$ cat src/rtl/sysid_probe_pkg.sv
// Shared types and constants for the system-ID probe master and its stall timer.
package sysid_probe_pkg;

  typedef enum logic [1:0] {
    IDLE  = 2'd0,
    RD_ID = 2'd1,
    RD_TS = 2'd2,
    FIN   = 2'd3
  } probe_state_t;

  localparam logic SYSID_ADDR_ID = 1'b0;
  localparam logic SYSID_ADDR_TS = 1'b1;

  localparam int STALL_CNT_W = 16;

endpackage

$ cat src/rtl/sysid_probe_stall_timer.sv
// Saturating waitrequest stall counter; expired is high once the count equals limit.
module sysid_probe_stall_timer
  import sysid_probe_pkg::*;
(
  input  logic                   clock,
  input  logic                   reset_n,
  input  logic                   clear,
  input  logic                   enable,
  input  logic [STALL_CNT_W-1:0] limit,
  output logic                   expired
);

  logic [STALL_CNT_W-1:0] count;

  always_ff @(posedge clock or negedge reset_n) begin
    if (!reset_n) begin
      count <= '0;
    end else if (clear) begin
      count <= '0;
    end else if (enable && (count != limit)) begin
      count <= count + 1'b1;
    end
  end

  assign expired = (count == limit);

endmodule

$ cat src/rtl/sysid_probe_master.sv
// Avalon-MM read master that fetches and checks the system-ID and timestamp words.
// Optional stall timeout built only when SYSID_PROBE_TIMEOUT_EN is defined.
//
// state | meaning
// IDLE  | waiting for start or the one-shot auto-start after reset
// RD_ID | reading address 0 (ID word)
// RD_TS | reading address 1 (timestamp word)
// FIN   | one-cycle done pulse, ok flags valid
module sysid_probe_master
  import sysid_probe_pkg::*;
#(
  parameter logic [31:0] EXPECTED_ID    = 32'd0,
  parameter logic [31:0] EXPECTED_TS    = 32'd1476470101,
  parameter bit          AUTO_START     = 1'b1,
  parameter int          TIMEOUT_CYCLES = 255
) (
  input  logic        clock,
  input  logic        reset_n,
  input  logic        start,
  output logic        avm_address,
  output logic        avm_read,
  input  logic        avm_waitrequest,
  input  logic [31:0] avm_readdata,
  output logic        busy,
  output logic        done,
  output logic [31:0] id_word,
  output logic [31:0] ts_word,
  output logic        id_ok,
  output logic        ts_ok,
  output logic        timeout
);

  if ((TIMEOUT_CYCLES < 1) || (TIMEOUT_CYCLES > 65535)) begin : g_bad_timeout
    $error("sysid_probe_master: TIMEOUT_CYCLES must be within 1..65535");
  end

  probe_state_t state;
  logic         auto_pending;
  logic         stall_expired;

`ifdef SYSID_PROBE_TIMEOUT_EN
  localparam logic [STALL_CNT_W-1:0] STALL_LIMIT = STALL_CNT_W'(TIMEOUT_CYCLES);

  // Any cycle that is not a stalled read clears the count, so it starts at 0 in each read state.
  logic stall_clear;
  logic stall_enable;

  assign stall_enable = avm_read && avm_waitrequest;
  assign stall_clear  = !stall_enable;

  sysid_probe_stall_timer u_stall_timer (
    .clock   (clock),
    .reset_n (reset_n),
    .clear   (stall_clear),
    .enable  (stall_enable),
    .limit   (STALL_LIMIT),
    .expired (stall_expired)
  );
`else
  assign stall_expired = 1'b0;
`endif

  always_ff @(posedge clock or negedge reset_n) begin
    if (!reset_n) begin
      state        <= IDLE;
      auto_pending <= AUTO_START;
      avm_address  <= SYSID_ADDR_ID;
      avm_read     <= 1'b0;
      busy         <= 1'b0;
      done         <= 1'b0;
      id_word      <= '0;
      ts_word      <= '0;
      id_ok        <= 1'b0;
      ts_ok        <= 1'b0;
      timeout      <= 1'b0;
    end else begin
      done <= 1'b0;
      case (state)
        IDLE: begin
          if (start || auto_pending) begin
            state        <= RD_ID;
            auto_pending <= 1'b0;
            avm_read     <= 1'b1;
            avm_address  <= SYSID_ADDR_ID;
            busy         <= 1'b1;
            id_ok        <= 1'b0;
            ts_ok        <= 1'b0;
            timeout      <= 1'b0;
          end
        end
        RD_ID: begin
          if (!avm_waitrequest) begin
            id_word     <= avm_readdata;
            state       <= RD_TS;
            avm_address <= SYSID_ADDR_TS;
          end else if (stall_expired) begin
            state       <= FIN;
            avm_read    <= 1'b0;
            avm_address <= SYSID_ADDR_ID;
            done        <= 1'b1;
            timeout     <= 1'b1;
          end
        end
        RD_TS: begin
          state       <= FIN;
          avm_read    <= 1'b0;
          avm_address <= SYSID_ADDR_ID;
          done        <= 1'b1;
          // Flags are compared at the capture edge so they appear together with done.
          if (!avm_waitrequest) begin
            ts_word <= avm_readdata;
            ts_ok   <= (avm_readdata == EXPECTED_TS);
            id_ok   <= (id_word == EXPECTED_ID);
          end else if (stall_expired) begin
            timeout <= 1'b1;
          end else begin
            state       <= RD_TS;
            avm_read    <= 1'b1;
            avm_address <= SYSID_ADDR_TS;
            done        <= 1'b0;
          end
        end
        FIN: begin
          state <= IDLE;
          busy  <= 1'b0;
        end
        default: begin
          state    <= IDLE;
          avm_read <= 1'b0;
          busy     <= 1'b0;
        end
      endcase
    end
  end

endmodule

$ cat config.mk
export PLATFORM = sky130hd
export DESIGN_NAME = sysid_probe_master
export DESIGN_NICKNAME = d
export VERILOG_FILES = /design/src/rtl/sysid_probe_pkg.sv /design/src/rtl/sysid_probe_stall_timer.sv /design/src/rtl/sysid_probe_master.sv
export SDC_FILE = /design/constraint.sdc
export NUM_CORES = 1
export LEC_CHECK = 0
export CORE_MARGIN = 3
export CORE_UTILIZATION = 40
export DETAILED_ROUTE_END_ITERATION = 7
export GPL_ROUTABILITY_DRIVEN = 0
export GPL_TIMING_DRIVEN = 0
export PLACE_DENSITY = 0.82
export SYNTH_ARGS = -nofsm -noshare
export SYNTH_HDL_FRONTEND = slang
export SYNTH_SLANG_ARGS = --single-unit
$ cat constraint.sdc
create_clock -name clock -period 1.6 [get_ports clock]
set_clock_uncertainty 0.05 [all_clocks]
set_input_delay 0.48 -clock clock [delete_from_list [all_inputs] [get_ports clock]]
set_output_delay 0.48 -clock clock [all_outputs]
set_load 0.005 [all_outputs]
* Word level (Yosys, flattened, before mapping)
Cells that the tools add are included.
** Word-level totals
- Register bits :: 73
- Logic and storage cells :: 49
- Input bits :: 36
** Cells by class
- Bitwise logic cells :: 1
- Eq/ne operators :: 7
- Mux-type cells :: 17
- Reductions and logical operators :: 14
** Operator list (number)
- $eq A32 B31 Y1 const B :: 1
- $logic_not A32 Y1 :: 1
- $reduce_and A2 Y1 :: 6
- $mux W1 :: 9
- $pmux W1 S2 :: 4
- $pmux W2 S4 :: 1
- $ne A2 B2 Y1 const B :: 3
- $reduce_and A3 Y1 :: 2
- $eq A2 B2 Y1 const B :: 2
- $mux W2 :: 2
- $reduce_bool A2 Y1 :: 2
- $pmux W1 S3 :: 1
- $reduce_bool A3 Y1 :: 1
- $eq A2 B1 Y1 const B :: 1
- $logic_not A2 Y1 :: 1
- $logic_or A1 B1 Y1 :: 1
- $not A1 Y1 :: 1

* Logic depth before layout (Yosys ltp)
Gate-level depths: netlist (run 1).
- Word-level depth :: 3
- Mapped depth :: 8
- Gate-level depth less buffers :: 6

* Least setup slack after synthesis (run 1)
Ideal clock, no wire load.
- Kind :: flip-flop to flip-flop
- Start :: register state[0]
- End :: register id_ok
- Slack :: 0.003 ns
- Buffers on the path :: 0
- Clock period less this slack :: 1.597 ns
- Library setup time :: 0.066 ns
- Stages on the path, launching flop included :: 7
- Arrival time :: 1.482 ns
- Path through :: dfrtp_1 > inv_1 > ha_1 > nor3b_4 > a211o_1 > nor4_2 > a22o_1
** On the way
- Word-level cells in the longest chain between the ends :: 3
- Elaborated cells on any way between the ends :: 7
** Ends and longest elaborated chain
- from (decl) :: line sysid_probe_master.sv:37 : probe_state_t state;
- from (signal assigned) :: line sysid_probe_master.sv:65 : state <= IDLE;
- from (signal assigned) :: line sysid_probe_master.sv:81 : state <= RD_ID;
- from (signal assigned) :: line sysid_probe_master.sv:94 : state <= RD_TS;
- $eq A2 B2 Y1 / $logic_not A2 Y1 (equally long branches) :: line sysid_probe_master.sv:78 : case (state)
- $ne A2 B2 Y1 (no source line) / $reduce_bool A2 Y1 (equally long branches)
- $reduce_and A3 Y1 (no source line)
- to (signal assigned) :: line sysid_probe_master.sv:113 : id_ok <= (id_word == EXPECTED_ID);
- to (decl) :: line sysid_probe_master.sv:28 : output logic id_ok,
Several ways; a longest one is shown, not always the timed one.
A chain may end at the register's enable or synchronous reset.

* Final worst setup path (run 1)
- Start :: input avm_readdata[14]
- End :: register ts_ok
** On the way
- Word-level cells in the longest chain between the ends :: 3
** Ends and longest elaborated chain
- from (decl) :: line sysid_probe_master.sv:23 : input logic [31:0] avm_readdata,
- $eq A32 B31 Y1 :: line sysid_probe_master.sv:112 : ts_ok <= (avm_readdata == EXPECTED_TS);
- $mux W1 :: line sysid_probe_master.sv:110 : if (!avm_waitrequest) begin
- $pmux W1 S2 :: line sysid_probe_master.sv:78
- to (signal assigned) :: line sysid_probe_master.sv:112
- to (decl) :: line sysid_probe_master.sv:29 : output logic ts_ok,
No other way between the ends. The select of a mux whose other input is x is not followed.

==> results of run 1 <==
==> layout by cell type, fill, tap and decap left out, drive strengths merged <==
cell type and instances:
inv 3, dfrtp 72, nand3 2, buf 48, clkinv 2, nor4 9, clkbuf 15, o21ai 5
clkdlybuf4s50 24, o31ai 1, clkinvlp 1, nor4b 1, conb 1, nor3b 3, o22a 1, o21a 1
nor2b 1, nand2 100, a21oi 1, a21o 1, nor4bb 2, a32o 1, dlymetal6s2s 3, a211o 1
or4 1, nor3 1, nand4bb 2, nor2 4, nand2b 2, a22o 1, ha 5, bufinv 2
dlygate4sd2 77, nand4 2, dfstp 1, mux2 32
==> worst paths after layout <==
kind	start	end	slack, ns
hold reg to reg	ts_word[23]$_DFFE_PN0P_	ts_word[23]$_DFFE_PN0P_	0.43
setup / recovery	avm_readdata[14]	ts_ok$_DFFE_PN0P_	-0.01
hold / removal	reset_n	ts_word[10]$_DFFE_PN0P_	0.22
setup reg to reg	state[0]$_DFFE_PN0P_	id_ok$_DFFE_PN0P_	-0.01
min in group clock	avm_readdata[10]	ts_word[10]$_DFFE_PN0P_	0.37
max in group asynchronous	reset_n	ts_word[22]$_DFFE_PN0P_	0.69
==> cells by family after synthesis <==
family | after synthesis | synth area share, %
and+or+nand+nor | 130 | 19.7
AOI/OAI and AO/OA | 13 | 2.96
muxes | 32 | 12.0
adders and majority gates | 5 | 2.08
DFF | 73 | 60.8
other | 1 | 0.125
buffers and inverters | 15 | 2.33
==> sequential cells by signal, indices dropped and copies added, names as in the netlist <==
signal,cells
id_ok,1
avm_address,1
avm_read,1
done,1
state,2
busy,1
auto_pending,1
id_word,32
ts_ok,1
ts_word,32
==> where the power goes <==
part	internal [mW]	switching, mW
Sequential	2.70	0.505
Clock	0.958	0.689
Combinational	2.71	1.80
Total	6.37	3.00
==> cells in the mapped netlist (2+ instances only) <==
master,n
dfrtp_1,72
nand3_1,2
nand4bb_1,2
mux2_1,2
inv_1,2
nand2_1,100
clkbuf_1,3
nor4_1,8
nand2b_1,2
nor2_1,4
buf_2,7
mux2_2,30
nand4_1,2
nor4bb_1,2
nor3b_1,2
o21ai_0,5
ha_1,5
==> routing by layer <==
layer / wire [um] / vias to the layer above / GRT usage, %
met5: 0 / - / 0
met4: 127 / 0 / 7.57
met3: 700 / 12 / 5.20
met2: 4410 / 108 / 34.6
met1: 3790 / 1283 / 25.7
li1: - / 1221 / -
==> metrics by stage <==
step / util (%) / total power [mW]
2_1_floorplan: - / 4.66
3_3_place_gp: 59.5 / 6.77
3_5_place_dp: 59.5 / 6.92
4_1_cts: 66.9 / 8.74
5_1_grt: 71.0 / 9.96
6_report: 71.0 / 9.36
==> critical path, stage by stage <==
cell             delay (ns)
clkdlybuf4s50_1        0.49
nor4_1                 0.39
nand3_1                0.20
o31ai_4                0.25
==> final cells by class <==
type                    instances  area (sq um)  area share (%)
flip-flops and latches         73          1830            36.7
repair buffers                144          1320            26.5
multi-input cells             181          1320            26.5
plain buffers                  12           154            3.09
clock buffers                  11           151            3.04
well taps                      96           120            2.41
clock inverters                 5          77.6            1.56
inverters                       3          13.8           0.276
==> what timing repair did <==
action                                  in CTS  in global routing
buffers inserted                            33                  3
endpoints found under the hold margin        0                  0
pin swaps                                    8                  7
resized for setup                          105                 58
endpoints found under the setup margin     133                 65
cloned                                       1                  2
==> impl_metrics.py, run 1 <==
metrics = {
    "worst_setup_path": {
        "path_class": "in -> reg",
        "cp_max_fo": 3,
        "rr_worst_depth": 6,
        "crit_arrival_ns": 1.81,
        "worst_ep_required_time_ns": 1.80,
        "worstSetupEndpointType": "register",
        "start_kind": "primary input",
    },
    "final_layout": {
        "num-fill-cells": 510,
        "drive_gt1_share_pct": 27.7,
        "syn2layout_area_growth_pct": 65.7,
        "final_nets": 465,
        "stdcell_area_sq_um": 4980,
        "final_cells": 525,
        "antenna_cells": 0,
    },
    "sta": {
        "setup_viol": 2,
        "period_share_pct": 101,
        "hold_slack_ns": 0.216,
        "max_freq_mhz": 620,
        "rsz0062_at_grt": "yes",
        "slew_headroom_pct": 39.0,
        "fin_setup_tns_ns": -0.0197,
        "min_period_ns": 1.61,
        "layout_setup_ws_ns": -0.0133,
        "slew_viol_final": 0,
        "tightest_slew_ns": 0.914,
        "hold_viol": 0,
    },
    "power_and_ir_drop": {
        "ir_drop_mv": 0.919,
        "p_leak_nw": 2.59,
        "power_density_nw_per_um2": 1880,
    },
    "drt": {
        "drc_errors": 0,
        "wl_mm": 9.02,
        "antenna_left": 0,
        "dr.pass1.iters": 4,
        "drtIter0Drc": 91,
        "avgViaCountPerCell": 5.00,
        "vias": 2624,
        "avgRoutedWirePerCell_um": 17.2,
    },
    "global_routing": {
        "grt_max_degree": 74,
        "antenna_found_initial": 0,
        "first_global_vias": 2667,
        "gr-total-overflow": 0,
        "track_usage_pct": 20.6,
        "grt_first_pass_wirelength_mm": 13.6,
    },
    "clocking": {
        "cts_buffers": 9,
        "cts_tree": "built",
        "clk_pin_slew_ns": 0.07,
        "clk_path_buf_depth": 2,
        "clock_latency_ns": 0.34,
        "cts_root_buffer": "clkbuf_8",
        "h-tree-depth": 3,
        "clkSinkCount": 73,
        "cts-hold-fix-buffers": 0,
    },
    "floorplanning": {
        "std_cell_rows": 30,
        "die_x_um": 92.7,
        "dieArea_sq_um": 8590,
        "start_util_pct": 42.8,
        "die_y_um": 92.7,
        "coreArea_sq_um": 7020,
        "io_pins": 107,
    },
    "placed_design": {
        "pre_cts_ws_ns": -0.609,
        "place_area_sq_um": 4170,
        "io_buffers": 105,
        "dp.cells": 470,
        "hpwl_mm": 5.89,
    },
    "synth": {
        "avgSynthCellArea_sq_um": 11.2,
        "synth_warnings": 0,
        "synth_area_leaders": "dfrtp_1, nand2_1, mux2_2, ha_1, nor4_1",
        "yosys.area.top_type_share_pct": 60.0,
        "synth_edf_count": 0,
        "synth_top_area_cell": "dfrtp_1",
        "ys_types": 36,
        "synth_ff_type": "dfrtp_1",
        "syn-num-nets": 310,
        "synth-seq-area-share_pct": 60.8,
        "synth_cells": 269,
        "synthArstFlopShare_pct": 100,
        "synth-seq-cells": 73,
        "syn-cell-area_sq_um": 3010,
    },
    "run_status": {
        "violations": "negative setup slack",
        "status": "finished with violations",
    },
    "flow_run": {
        "max-cap-violations": 0,
    },
    "hold_path": {
        "hold_path.class": "in -> async",
    },
}
No activity file was read; power rests on OpenSTA's default activity.
==> inputs of run 2 (changes only) <==
--- a/config.mk
+++ b/config.mk
@@ -10,7 +10,8 @@
 export DETAILED_ROUTE_END_ITERATION = 7
 export GPL_ROUTABILITY_DRIVEN = 0
 export GPL_TIMING_DRIVEN = 0
-export PLACE_DENSITY = 0.82
+export PLACE_DENSITY = 0.75
+export RECOVER_POWER = 50
 export SYNTH_ARGS = -nofsm -noshare
 export SYNTH_HDL_FRONTEND = slang
 export SYNTH_SLANG_ARGS = --single-unit
==> impl_metrics.py, run 2 (synthesized netlist as in run 1, its figures left out) <==
metrics = {
    "placed_design": {
        "pre_cts_ws_ns": -0.632,
        "hpwl_mm": 5.64,
        "place_area_sq_um": 4170,
        "dp.cells": 470,
        "io_buffers": 105,
    },
    "drt": {
        "drc_errors": 0,
        "vias": 2597,
        "dr.pass1.iters": 5,
        "antenna_left": 0,
        "wl_mm": 8.56,
        "drtIter0Drc": 114,
        "avgRoutedWirePerCell_um": 16.4,
        "avgViaCountPerCell": 4.97,
    },
    "sta": {
        "slew_viol_final": 0,
        "period_share_pct": 107,
        "min_period_ns": 1.71,
        "rsz0062_at_grt": "yes",
        "slew_headroom_pct": 34.2,
        "max_freq_mhz": 584,
        "layout_setup_ws_ns": -0.112,
        "hold_slack_ns": 0.287,
        "tightest_slew_ns": 0.987,
        "setup_viol": 6,
        "hold_viol": 0,
    },
    "clocking": {
        "clkSinkCount": 73,
        "clock_latency_ns": 0.33,
        "cts_tree": "built",
        "clk_pin_slew_ns": 0.07,
        "cts-hold-fix-buffers": 0,
        "h-tree-depth": 3,
        "clk_path_buf_depth": 2,
        "cts_root_buffer": "clkbuf_8",
        "cts_buffers": 9,
    },
    "final_layout": {
        "stdcell_area_sq_um": 4800,
        "top_regs": "id_word (32), ts_word (32), state (2)",
        "final_common_cell": "nand2_1",
        "num-fill-cells": 579,
        "mostFrequentLayoutCells": "nand2_1, dfrtp_1, dlygate4sd2_1, buf_4, clkdlybuf4s50_1",
        "final_cells": 523,
        "syn2layout_area_growth_pct": 59.7,
        "final_nets": 464,
        "drive_gt1_share_pct": 25.5,
        "antenna_cells": 0,
    },
    "global_routing": {
        "grt_max_degree": 74,
        "antenna_found_initial": 0,
        "track_usage_pct": 19.3,
        "gr-total-overflow": 0,
        "grt_first_pass_wirelength_mm": 12.9,
        "first_global_vias": 2534,
    },
    "worst_setup_path": {
        "path_class": "reg -> reg",
        "worstSetupEndpointType": "register",
        "crit_chain": "inv_2 > ha_4 > nor3b_4 > a211o_1 > buf_4 > o31ai_4",
        "r2r_setup_slack_ns": -0.11,
        "cp_slowest_cell": "dfrtp_1",
        "start_kind": "register",
        "cpPeakStageDelay_ns": 0.39,
        "cp_max_fo": 5,
        "worst_ep_required_time_ns": 1.80,
        "crit_arrival_ns": 1.91,
    },
    "floorplanning": {
        "dieArea_sq_um": 8590,
        "start_util_pct": 42.8,
        "die_x_um": 92.7,
        "io_pins": 107,
        "coreArea_sq_um": 7020,
        "die_y_um": 92.7,
        "std_cell_rows": 30,
    },
    "power_and_ir_drop": {
        "internal-power_mw": 6.02,
        "power_frac_seq_pct": 36.0,
        "power.share.clock_pct": 17.6,
        "power_density_nw_per_um2": 1840,
        "p_sw_share_pct": 32.0,
        "switchingPower_mw": 2.83,
        "p_leak_nw": 2.40,
        "combPwrFrac_pct": 46.4,
        "ir_drop_mv": 0.846,
    },
    "run_status": {
        "violations": "negative setup slack",
        "status": "finished with violations",
    },
    "flow_run": {
        "max-cap-violations": 0,
    },
    "hold_path": {
        "hold_path.class": "in -> async",
    },
}
## run 2: area by class of cell
cell class / instances / area [sq um] / share of cell area [%]
clock buffer: 12 / 145 / 3.02
clock inverter: 3 / 65.1 / 1.36
inverter: 3 / 13.8 / 0.287
buffer: 12 / 131 / 2.74
sequential: 73 / 1830 / 38.1
tap: 96 / 120 / 2.50
timing repair buffer: 143 / 1310 / 27.2
multi-input combinational: 181 / 1190 / 24.8
## run 2: through the flow
step | TNS, ns | util, % | total power [mW]
final | -0.246 | 68.4 | 8.85
after global routing | -1.21 | 68.4 | 9.40
after CTS | -0.0837 | 65.6 | 8.49
after detailed placement | -31.44 | 59.5 | 6.89
after global placement | -210.34 | 59.5 | 6.79
after floorplan | 0 | - | 4.66
## run 2: routing by layer
metal / global-route usage [%] / wire length (um) / part of all wire (%)
met5: 0 / 0 / 0
met4: 6.72 / 119 / 1.4
met3: 4.14 / 555 / 6.5
met2: 31.0 / 4190 / 49
met1: 25.9 / 3690 / 43
## run 2: power groups by stage
stage,Combinational [mW],Clock [mW],Sequential (mW)
after floorplan,1.36,0,3.30
after global placement,3.50,0,3.28
after detailed placement,3.58,0,3.32
after CTS,3.75,1.58,3.17
after global routing,4.47,1.66,3.27
final,4.11,1.56,3.18
## run 2: worst paths after layout
path | start | endpoint | cells past startpoint
max | state[0]$_DFFE_PN0P_ | ts_ok$_DFFE_PN0P_ | 6
min | reset_n | state[0]$_DFFE_PN0P_ | 1
max reg2reg | state[0]$_DFFE_PN0P_ | ts_ok$_DFFE_PN0P_ | 6
min reg2reg | ts_word[2]$_DFFE_PN0P_ | ts_word[2]$_DFFE_PN0P_ | 2
max in group asynchronous | reset_n | ts_word[8]$_DFFE_PN0P_ | 1
min in group clock | ts_word[2]$_DFFE_PN0P_ | ts_word[2]$_DFFE_PN0P_ | 2
## run 2: worst max-delay path, delay by kind of cell, from the launching register on
family / cells / cell delay, ns
AND/OR/NAND/NOR: 1 / 0.16
flip-flops: 1 / 0.39
adder cells (fa/ha/maj): 1 / 0.19
buffers and inverters: 2 / 0.26
AO/OA/AOI/OAI: 2 / 0.57
## run 2: timing repair
action / in CTS / in global routing
pin swaps: 2 / 4
buffers inserted: 31 / 4
cloned: 0 / 3
endpoints found under the setup margin: 134 / 60
gates resized for setup: 94 / 21
